`config.mk`:
```
export PLATFORM = sky130hd
export DESIGN_NAME = fpu_to_int_seq
export DESIGN_NICKNAME = d
export VERILOG_FILES = /design/src/rtl/fpu_to_int_seq.sv
export SDC_FILE = /design/constraint.sdc
export NUM_CORES = 1
export LEC_CHECK = 0
export ABC_AREA = 1
export BUFFER_PORTS_ARGS = -buffer_cell sky130_fd_sc_hd__clkbuf_2
export CAP_MARGIN = 20
export CORE_MARGIN = 1
export CORE_UTILIZATION = 55
export DETAILED_ROUTE_END_ITERATION = 16
export PLACE_DENSITY = 0.76
export SLEW_MARGIN = 20
export SYNTH_ARGS = -nofsm -noshare
export SYNTH_HDL_FRONTEND = slang
export SYNTH_SLANG_ARGS = --single-unit
```
`constraint.sdc`:
```
create_clock -name clk -period 5.6 [get_ports clk]
set_input_delay 1.12 -clock clk [delete_from_list [all_inputs] [get_ports clk]]
set_output_delay 1.12 -clock clk [all_outputs]
set_load 0.1 [all_outputs]
```
`src/rtl/fpu_to_int_seq.sv`:
```
// Converts an IEEE-754 single to a signed 32-bit integer, truncating toward zero.
// The mantissa is aligned by a one-bit-per-cycle shifter behind valid/ready handshakes.
module fpu_to_int_seq #(
  parameter int BIAS  = 127,
  parameter int INT_W = 32
) (
  input  logic             clk,
  input  logic             rst_n,
  input  logic             in_valid,
  output logic             in_ready,
  input  logic [31:0]      in_data,
  output logic             out_valid,
  input  logic             out_ready,
  output logic [INT_W-1:0] out_data,
  output logic             out_ovf,
  output logic             out_nan
);

  typedef enum logic [1:0] {IDLE, SHIFT, FINISH, DONE} state_t;

  state_t            state_reg, state_next;
  logic              sign_reg, sign_next;
  logic [INT_W-1:0]  mag_reg, mag_next;
  logic [4:0]        cnt_reg, cnt_next;
  logic              dir_left_reg, dir_left_next;
  logic              special_reg, special_next;
  logic [INT_W-1:0]  special_val_reg, special_val_next;
  logic              ovf_pend_reg, ovf_pend_next;
  logic              nan_pend_reg, nan_pend_next;
  logic [INT_W-1:0]  out_data_reg, out_data_next;
  logic              out_ovf_reg, out_ovf_next;
  logic              out_nan_reg, out_nan_next;

  logic              in_sign;
  logic [7:0]        in_exp;
  logic [22:0]       in_frac;
  logic signed [9:0] unb_exp;
  logic [INT_W-1:0]  sat_val;

  assign in_sign = in_data[31];
  assign in_exp  = in_data[30:23];
  assign in_frac = in_data[22:0];
  assign unb_exp = signed'({2'b00, in_exp}) - 10'(BIAS);
  assign sat_val = in_sign ? {1'b1, {(INT_W-1){1'b0}}} : {1'b0, {(INT_W-1){1'b1}}};

  always_comb begin
    state_next       = state_reg;
    sign_next        = sign_reg;
    mag_next         = mag_reg;
    cnt_next         = cnt_reg;
    dir_left_next    = dir_left_reg;
    special_next     = special_reg;
    special_val_next = special_val_reg;
    ovf_pend_next    = ovf_pend_reg;
    nan_pend_next    = nan_pend_reg;
    out_data_next    = out_data_reg;
    out_ovf_next     = out_ovf_reg;
    out_nan_next     = out_nan_reg;

    case (state_reg)
      IDLE: begin
        if (in_valid) begin
          sign_next        = in_sign;
          mag_next         = {{(INT_W-24){1'b0}}, 1'b1, in_frac};
          cnt_next         = '0;
          special_next     = 1'b1;
          special_val_next = '0;
          ovf_pend_next    = 1'b0;
          nan_pend_next    = 1'b0;
          out_ovf_next     = 1'b0;
          out_nan_next     = 1'b0;
          state_next       = FINISH;
          if (in_exp == 8'hFF) begin
            if (in_frac != 23'd0) begin
              nan_pend_next = 1'b1;
            end else begin
              special_val_next = sat_val;
              ovf_pend_next    = 1'b1;
            end
          end else if (unb_exp < 10'sd0) begin
            special_val_next = '0;
          end else if (unb_exp >= 10'sd31) begin
            // -2^31 is the only value in this range that is exactly representable
            if (in_sign && unb_exp == 10'sd31 && in_frac == 23'd0) begin
              special_val_next = {1'b1, {(INT_W-1){1'b0}}};
            end else begin
              special_val_next = sat_val;
              ovf_pend_next    = 1'b1;
            end
          end else begin
            special_next = 1'b0;
            if (unb_exp <= 10'sd22) begin
              dir_left_next = 1'b0;
              cnt_next      = 5'(10'sd23 - unb_exp);
              state_next    = SHIFT;
            end else if (unb_exp > 10'sd23) begin
              dir_left_next = 1'b1;
              cnt_next      = 5'(unb_exp - 10'sd23);
              state_next    = SHIFT;
            end
          end
        end
      end
      SHIFT: begin
        mag_next = dir_left_reg ? (mag_reg << 1) : (mag_reg >> 1);
        cnt_next = cnt_reg - 5'd1;
        if (cnt_reg == 5'd1) begin
          state_next = FINISH;
        end
      end
      FINISH: begin
        out_data_next = special_reg ? special_val_reg : (sign_reg ? (~mag_reg + 1'b1) : mag_reg);
        out_ovf_next  = ovf_pend_reg;
        out_nan_next  = nan_pend_reg;
        state_next    = DONE;
      end
      DONE: begin
        if (out_ready) begin
          state_next = IDLE;
        end
      end
      default: state_next = IDLE;
    endcase
  end

  always_ff @(posedge clk or negedge rst_n) begin
    if (!rst_n) begin
      state_reg       <= IDLE;
      sign_reg        <= 1'b0;
      mag_reg         <= '0;
      cnt_reg         <= '0;
      dir_left_reg    <= 1'b0;
      special_reg     <= 1'b0;
      special_val_reg <= '0;
      ovf_pend_reg    <= 1'b0;
      nan_pend_reg    <= 1'b0;
      out_data_reg    <= '0;
      out_ovf_reg     <= 1'b0;
      out_nan_reg     <= 1'b0;
    end else begin
      state_reg       <= state_next;
      sign_reg        <= sign_next;
      mag_reg         <= mag_next;
      cnt_reg         <= cnt_next;
      dir_left_reg    <= dir_left_next;
      special_reg     <= special_next;
      special_val_reg <= special_val_next;
      ovf_pend_reg    <= ovf_pend_next;
      nan_pend_reg    <= nan_pend_next;
      out_data_reg    <= out_data_next;
      out_ovf_reg     <= out_ovf_next;
      out_nan_reg     <= out_nan_next;
    end
  end

  assign in_ready  = (state_reg == IDLE);
  assign out_valid = (state_reg == DONE);
  assign out_data  = out_data_reg;
  assign out_ovf   = out_ovf_reg;
  assign out_nan   = out_nan_reg;

endmodule

```
==> results of run 1 <==
==> area by class of cell <==
class	instances	area share, %
inverter	75	4.784
clock inverter	6	0.8293
multi-input combinational	555	48.10
clock buffer	10	2.339
sequential	80	34.02
timing repair buffer	77	7.187
tap	129	2.743
==> stage by stage <==
stage          setup slack (ns)  instance area [um2]  std cells
5_1_grt                   2.450                 5884        932
4_1_cts                   2.707                 5857        931
2_1_floorplan             2.881                 5238        744
3_5_place_dp              2.570                 5670        915
6_report                  2.683                 5884        932
3_3_place_gp              2.629                 5670        915
==> worst paths after layout <==
kind                            slack (ns)                       end  depth (start not counted)
worst min register to register        0.50  nan_pend_reg$_DFFE_PN0P_                          1
worst max register to register        2.68   mag_reg[18]$_DFFE_PN0P_                          8
worst min-delay path                  0.50  nan_pend_reg$_DFFE_PN0P_                          1
max in group asynchronous             4.36    cnt_reg[2]$_DFFE_PN0P_                          2
worst max-delay path                  2.68   mag_reg[18]$_DFFE_PN0P_                          8
min in group asynchronous             0.64  out_data[28]$_DFFE_PN0P_                          1
==> cells by family after synthesis <==
group / after synthesis
XOR/XNOR: 5
flip-flops: 80
adder cells (fa/ha/maj): 11
AO/OA/AOI/OAI: 197
AND/OR/NAND/NOR: 342
buffers and inverters: 109
==> worst register-to-register path, stage by stage, from the launching register on <==
cell	delay, ns
dfrtp_1	0.41
inv_1	0.11
ha_1	0.61
inv_2	0.44
o21ai_2	0.22
buf_4	0.36
inv_2	0.31
a21oi_1	0.23
a22oi_1	0.08
==> routing by layer <==
layer	wire [um]	vias to the layer above	track usage, %
met1	6046	2442	39.09
met2	6492	218	47.86
met5	0	-	0
li1	-	2620	-
met4	425	0	12.10
met3	940	33	3.303
==> cell usage in the layout, fill, tap and decap left out, types with 2 or more instances in the layout <==
cell          n
nand2_1     125
nor2_1       90
a21oi_1      81
dfrtp_1      80
o21ai_0      72
nand3_1      71
clkbuf_2     70
inv_1        65
o22ai_1      15
ha_1         11
nand4_1      10
a22oi_1      10
clkbuf_8     10
nand2_2       9
nor3_1        7
inv_2         7
nor2_2        6
buf_4         6
nand3_2       5
xor2_1        5
o21ai_1       5
o211ai_1      5
or2_2         4
nor4_1        4
clkinv_1      3
nand2_4       2
a31oi_1       2
nor2_4        2
o21a_1        2
inv_6         2
clkinvlp_4    2
==> metrics.txt, run 1 <==
Final min period approximately 3 ns; area of the multi-input gates 2830 um2; Seq/Total Area, Yosys around two fifths; post-CTS sizing 0; post-synth top area share 38.22%; slowest stage delay, CP approximately 0.6 ns; Critical Path, Cell by Cell inv_1 > ha_1 > inv_2 > o21ai_2 > buf_4 > inv_2 > a21oi_1 > a22oi_1; EDFF count, synth 0; layout cells sized above 1 between 15 and 20%; Max Slew Vio Count 0; Initial DRT Pass Iterations 5; syn nets 791; f_max 342.9 MHz; WS Path Type reg2reg; vias in the first global route 4801; initial antenna violation count 0; simple-gate share of the synthesized area around 30%; crit end category flop; Final GP Congestion 0.8525; Clock Skews 0.01674 ns; Detail Placement HPWL about 10 mm; Hold Path Class reg2reg; Synth Area in Compound Gates between 20% and 30%; Total Nets Final around 850; first-pass GRT wire length around 23 mm; Final Hold Fails 0; status finished clean; Root Buffer clkbuf_8; number of diodes 0; # rows 35; Die Y 99.59 um; Worst-path clk slew 0.09 ns; XOR/XNOR Fraction of Synth Area less than 1%; Yosys warnings 0; RSZ-0062 raised after global routing false; Starting Density around 57%; Final setup viols 0; Max Buffers Root-to-Sink 2; Critical Path RT between 5 and 6 ns; via count 5313; final setup TNS 0 ns; ranking of synthesized cells by area dfrtp_1, nand2_1, a21oi_1; DR DRC count 0; Syn-to-layout area delta 12.35%; Fill cells ~840; prevailing post-synth register cell dfrtp_1; CP dominant cell by count inv_2; Critical path origin state_reg[1]$_DFFE_PN0P_; Final period util a little over half; postcts setup bufs 0; GRT Total Usage between 20 and 30%; WL final 13.91 mm; mux share of post-synthesis cell area 0%; Num Clock Sinks 80; grt ovf 0; main combinational cell family by area after synthesis simple AND/OR/NAND/NOR gates; Reg-to-Reg Start state_reg[1]$_DFFE_PN0P_; Hold Path Origin nan_pend_reg$_DFFE_PN0P_; CTS Buf Count 9; Final Util 63.68%; number of max-capacitance violations reported 0; io pins 72; most numerous cell in the Yosys netlist nand2_1; die area around 10000 um2; Avg Cell Area, Syn approximately 7.0 um2; FF+latch count, synth 80; H-tree depth 3; Synth area leader dfrtp_1; Hold-fix buffers, CTS 0; drt wl/cell between 10 and 15 um; I/O Buffers between 70 and 80; Unique masters post-synth 39; CP Buf/Inv Count 4; Critical Path Fanout Max 40; Starting DRT DRC Count between 400 and 500; Worst Setup Start Kind flop; FF+latch area about 2000 um2; Cell Area, Synth 5238 um2; crit path DAT ~3.1 ns; most frequent cells after synthesis nand2_1, nor2_1, a21oi_1; slew of the pin with the lowest slew margin 0.9559 ns; Clk Latency, worst-skew pair 0.35 ns; Cells after Synth 744; total core area approximately 9000 um2; pin count of the biggest net entering global routing 81; cell family with most CP delay buffers and inverters; Synth async-reset ratio 100.0%; Routed Antenna Nets 0; adder-cell share of the synthesized area roughly 2.6%; CTS tree yes; Via density between 5 and 6; Worst Hold Slack 0.5003 ns; worst rel slew slack between 30% and 40%; Slowest cell on crit path ha_1; Die Wd around 100 um
Power of run 1 is left out: the tool's default activity adds up to more than one toggle a clock period on the data nets, which glitch-free logic cannot reach.
==> inputs of run 2 (changes only) <==
CORE_UTILIZATION = 53   (was 55)
clock period = 2.41 ns   (was 5.6 ns; I/O delays follow)
==> run 2 against run 1 <==
Effect of this change: via count about the same; global-route usage down 0.58 points; cell count increased by 0.43%; highest routed layer unchanged; die area is 3.7% higher; cell area grew 0.72%; maximum frequency increased by 35%; flip-flop and latch count unchanged; critical path type unchanged; routed wire length decreased by 0.41%; largest cell class unchanged; non-clock buffer count rose by 5.
==> metrics.txt, run 2 (synthesis gave the netlist of run 1 again) <==
Worst Setup Start Kind flop; pre-CTS WS -0.02213 ns; GRT Total Usage around 28%; commonest cells after routing, fill and taps aside nand2_1, nor2_1, a21oi_1; io pins 72; first-pass GRT wire length ~23 mm; # rows 35; Num Clock Sinks 80; Critical Path Fanout Max 7; Worst-path clk slew roughly 0.09 ns; RSZ-0062 raised after global routing false; number of max-capacitance violations reported 0; Max Slew Vio Count 0; postcts setup bufs 0; crit end category flop; Die Y between 100 and 150 um; worst rel slew slack between 60 and 70%; slew of the pin with the lowest slew margin 0.5492 ns; crit path DAT 2.39 ns; Initial DRT Pass Iterations 6; status finished clean; commonest non-fill, non-tap cell in the layout nand2_1; layout cells sized above 1 between 10% and 20%; I/O Buffers 71; Hold-fix buffers, CTS 0; final worst slack 0.2539 ns; CTS Buf Count 9; CTS tree yes; number of diodes 0; Syn-to-layout area delta 13.16%; Starting Density a little under three fifths; R2R cell count 12; CP Buf/Inv Count 1; cell family with most CP delay simple AND/OR/NAND/NOR gates; Critical Path RT roughly 2.7 ns; WL final 13.85 mm; Final min period roughly 2.2 ns; grt ovf 0; Max Buffers Root-to-Sink 2; Final GP Congestion 0.8875; Final period util approximately nine tenths; H-tree depth 3; initial antenna violation count 0; instance count on the critical path 12; Detail Placement HPWL a little over 10 mm; Reg-to-Reg Start mag_reg[0]$_DFFE_PN0P_; Total Nets Final between 800 and 900; reg2reg end out_data[16]$_DFFE_PN0P_; Critical Path, Cell by Cell inv_1 > ha_1 > nand3_2 > nor2_2 > nand2_2 > nor2_2 > nand2_2 > nand2_4 > o21ai_1 > or2_0 > nand3_1 > a21oi_1; WS Path Type reg2reg; total core area 9415 um2; post-CTS sizing 0; final setup TNS 0 ns; Die Wd 101.4 um; Clk Latency, worst-skew pair between 0.3 and 0.4 ns; Final Hold Fails 0; f_max 463.8 MHz; reg2reg setup slack 0.25 ns; Worst Hold Slack roughly 0.085 ns; Clock Skews ~0.016 ns; pin count of the biggest net entering global routing 43; vias in the first global route about 5000; Root Buffer clkbuf_8; drt wl/cell 14.79 um; DR DRC count 0; Slowest cell on crit path dfrtp_1; Via density ~5.7; die area slightly above 10000 um2; Final setup viols 0; Starting DRT DRC Count approximately 340; Routed Antenna Nets 0; via count ~5300; Hold Path Class in2async; slowest stage delay, CP approximately 0.44 ns
run 2: worst max-delay path by stage:
stage | from | endpoint | slack (ns)
3_5_place_dp | in_data[23] | cnt_reg[1]$_DFFE_PN0P_ | -0.02
4_1_cts | mag_reg[0]$_DFFE_PN0P_ | out_data[16]$_DFFE_PN0P_ | 0.29
2_1_floorplan | state_reg[0]$_DFFE_PN0P_ | mag_reg[31]$_DFFE_PN0P_ | 0.1
5_1_grt | mag_reg[1]$_DFFE_PN0P_ | out_data[16]$_DFFE_PN0P_ | 0.04
3_3_place_gp | in_data[23] | cnt_reg[1]$_DFFE_PN0P_ | 0.12
6_report | mag_reg[0]$_DFFE_PN0P_ | out_data[16]$_DFFE_PN0P_ | 0.25
run 2: layer usage:
metal | track usage (%) | part of all wire, % | vias up
met1 | 37.33 | 45 | 2458
met3 | 4.555 | 5.7 | 31
met5 | 0 | 0 | -
met4 | 9.810 | 2.6 | 0
met2 | 48.04 | 47 | 201
li1 | - | - | 2628
run 2: area by class of cell:
class | instances | area (um2)
flip-flops and latches | 80 | 2002
clock buffers | 11 | 141.4
repair buffers | 82 | 452.9
well taps | 129 | 161.4
inverters | 75 | 281.5
clock inverters | 4 | 55.05
fillers | 883 | 3488
multi-input cells | 555 | 2833
run 2: metrics by stage:
stage	utilization (%)	cells	instance area, um2
global route	62.95	936	5927
CTS	62.95	936	5927
detailed placement	60.86	921	5731
global placement	60.86	921	5731
finish	62.95	936	5927
floorplan	-	744	5240
Power of run 2 is left out for the same reason.
==> inputs of run 3 (changes only) <==
SETUP_SLACK_MARGIN = 0.4   (was default)
==> run 3 against run 2 <==
Effect of this change: utilization increased by 2.9 points; sequential share of layout area shrank 1.5 points; worst setup slack better by 0.19 ns; worst hold slack better by 0.012 ns; global-route usage is 0.52 points higher; first-iteration DRC count fell by 0.29%; die area stayed put; critical path depth decreased by 3; cell area up 4.6%; register-to-register slack improved by 0.19 ns; critical path type unchanged; critical endpoint is now state_reg[1]$_DFFE_PN0P_; largest cell class unchanged.
==> metrics.txt, run 3 (synthesis gave the netlist of run 1 again) <==
commonest non-fill, non-tap cell in the layout nand2_1; Num Clock Sinks 80; DR DRC count 0; layout cells sized above 1 21.88%; Starting DRT DRC Count between 300 and 400; placed cell count between 900 and 1000; io pins around 70; Final setup viols 0; Critical Path, Cell by Cell inv_1 > ha_1 > inv_2 > buf_4 > a31oi_1 > a211oi_2 > o21a_1 > nand2_1 > o21ai_0; Clk Latency, worst-skew pair about 0.36 ns; WL final ~14 mm; pin count of the biggest net entering global routing 42; Via density roughly 5.8; number of max-capacitance violations reported 0; number of diodes 0; Die Wd approximately 100 um; commonest cells after routing, fill and taps aside nand2_1, nor2_1, dfrtp_1; via count ~5500; Max Slew Vio Count 0; Clock Skews 0.01136 ns; H-tree depth 3; # rows 35; I/O Buffers 71; Detail Placement HPWL 10.40 mm; die area slightly above 10000 um2; Final GP Congestion just over 0.9; Total Nets Final approximately 860; initial antenna violation count 0; CTS tree yes; instance count on the critical path 9; CTS Buf Count 9; first-pass GRT wire length about 23 mm; f_max between 500 and 600 MHz; Die Y between 100 and 150 um; Routed Antenna Nets 0; Critical Path RT 2.69 ns; status finished clean; Final period util between 80% and 90%; Final min period between 1.5 and 2 ns; Initial DRT Pass Iterations 5; Hold Path Class in2async; RSZ-0062 raised after global routing true; final cell count without fillers roughly 950; GRT Total Usage between 20 and 30%; Starting Density between 50 and 60%; cell family with most CP delay compound AO/OA/AOI/OAI gates; R2R cell count 9; WS Path Type reg2reg; Critical Path Fanout Max 30; Worst Setup Start Kind flop; vias in the first global route between 4000 and 5000; Root Buffer clkbuf_8; crit path DAT ~2.2 ns; crit end category flop; grt ovf 0; total core area about 9400 um2; Hold-fix buffers, CTS 0; slew of the pin with the lowest slew margin approximately 0.55 ns; slowest stage delay, CP between 0.3 and 0.4 ns; Final Hold Fails 0; Fill cells approximately 850; Syn-to-layout area delta 18.35%; CP Buf/Inv Count 3; Worst-path clk slew 0.08 ns; worst rel slew slack a little under two thirds; drt wl/cell between 15 and 20 um; Slowest cell on crit path dfrtp_1; Max Buffers Root-to-Sink 2
run 3: changes by cell type in the layout (fill, tap and decap cells not counted), sizes merged:
cell	previous run	this run
clkbuf	81	78
clkinv	5	3
buf	12	25
bufinv	1	2
clkinvlp	1	3
run 3: worst reg2reg max path: stages, from the launching register on:
cell and delay (ns):
dfrtp_1 0.38, inv_1 0.11, ha_1 0.23, inv_2 0.09, buf_4 0.33, a31oi_1 0.16
a211oi_2 0.32, o21a_1 0.17, nand2_1 0.04, o21ai_0 0.06
run 3: through the flow:
stage               hold slack [ns]   TNS (ns)  instance area, um2  setup slack, ns  util (%)
detailed placement           0.4682  -0.004505                5756        -0.004505     61.13
CTS                          0.1164          0                5997           0.4032     63.69
global route                 0.1384          0                6198           0.3288     65.83
floorplan                    0.1864          0                5251           0.4058         -
finish                      0.09742          0                6198           0.4456     65.83
global placement             0.4646          0                5756           0.1315     61.13
run 3: final timing paths:
path / to / slack, ns / start
worst min-delay path: out_data[28]$_DFFE_PN0P_ / 0.1 / rst_n
worst max-delay path: state_reg[1]$_DFFE_PN0P_ / 0.45 / state_reg[1]$_DFFE_PN0P_
worst max register to register: state_reg[1]$_DFFE_PN0P_ / 0.45 / state_reg[1]$_DFFE_PN0P_
max in group asynchronous: state_reg[0]$_DFFE_PN0P_ / 1.71 / rst_n
worst min register to register: special_val_reg[31]$_DFFE_PN0P_ / 0.49 / special_val_reg[31]$_DFFE_PN0P_
min in group clk: cnt_reg[0]$_DFFE_PN0P_ / 0.38 / in_data[23]
run 3: cell type report:
class / instances / area, um2 / share of cell area [%]
Clock buffer: 10 / 127.6 / 2.059
Clock inverter: 5 / 82.58 / 1.332
Inverter: 75 / 287.8 / 4.643
Multi-Input combinational cell: 555 / 2994 / 48.30
Sequential cell: 80 / 2002 / 32.30
Tap cell: 129 / 161.4 / 2.604
Timing Repair Buffer: 93 / 543.0 / 8.761
run 3: layer usage:
metal	wire length, um	global-route usage (%)	part of all wire, %
met1	6145	37.82	43
met2	6905	49.66	48
met3	914	4.831	6.4
met5	0	0	0
met4	373	8.584	2.6
run 3: timing repair:
action	in CTS	in global routing
gates resized for setup	8	44
pin swaps	0	16
setup buffers	1	8
setup endpoints to repair	38	47
Power of run 3 is left out for the same reason.
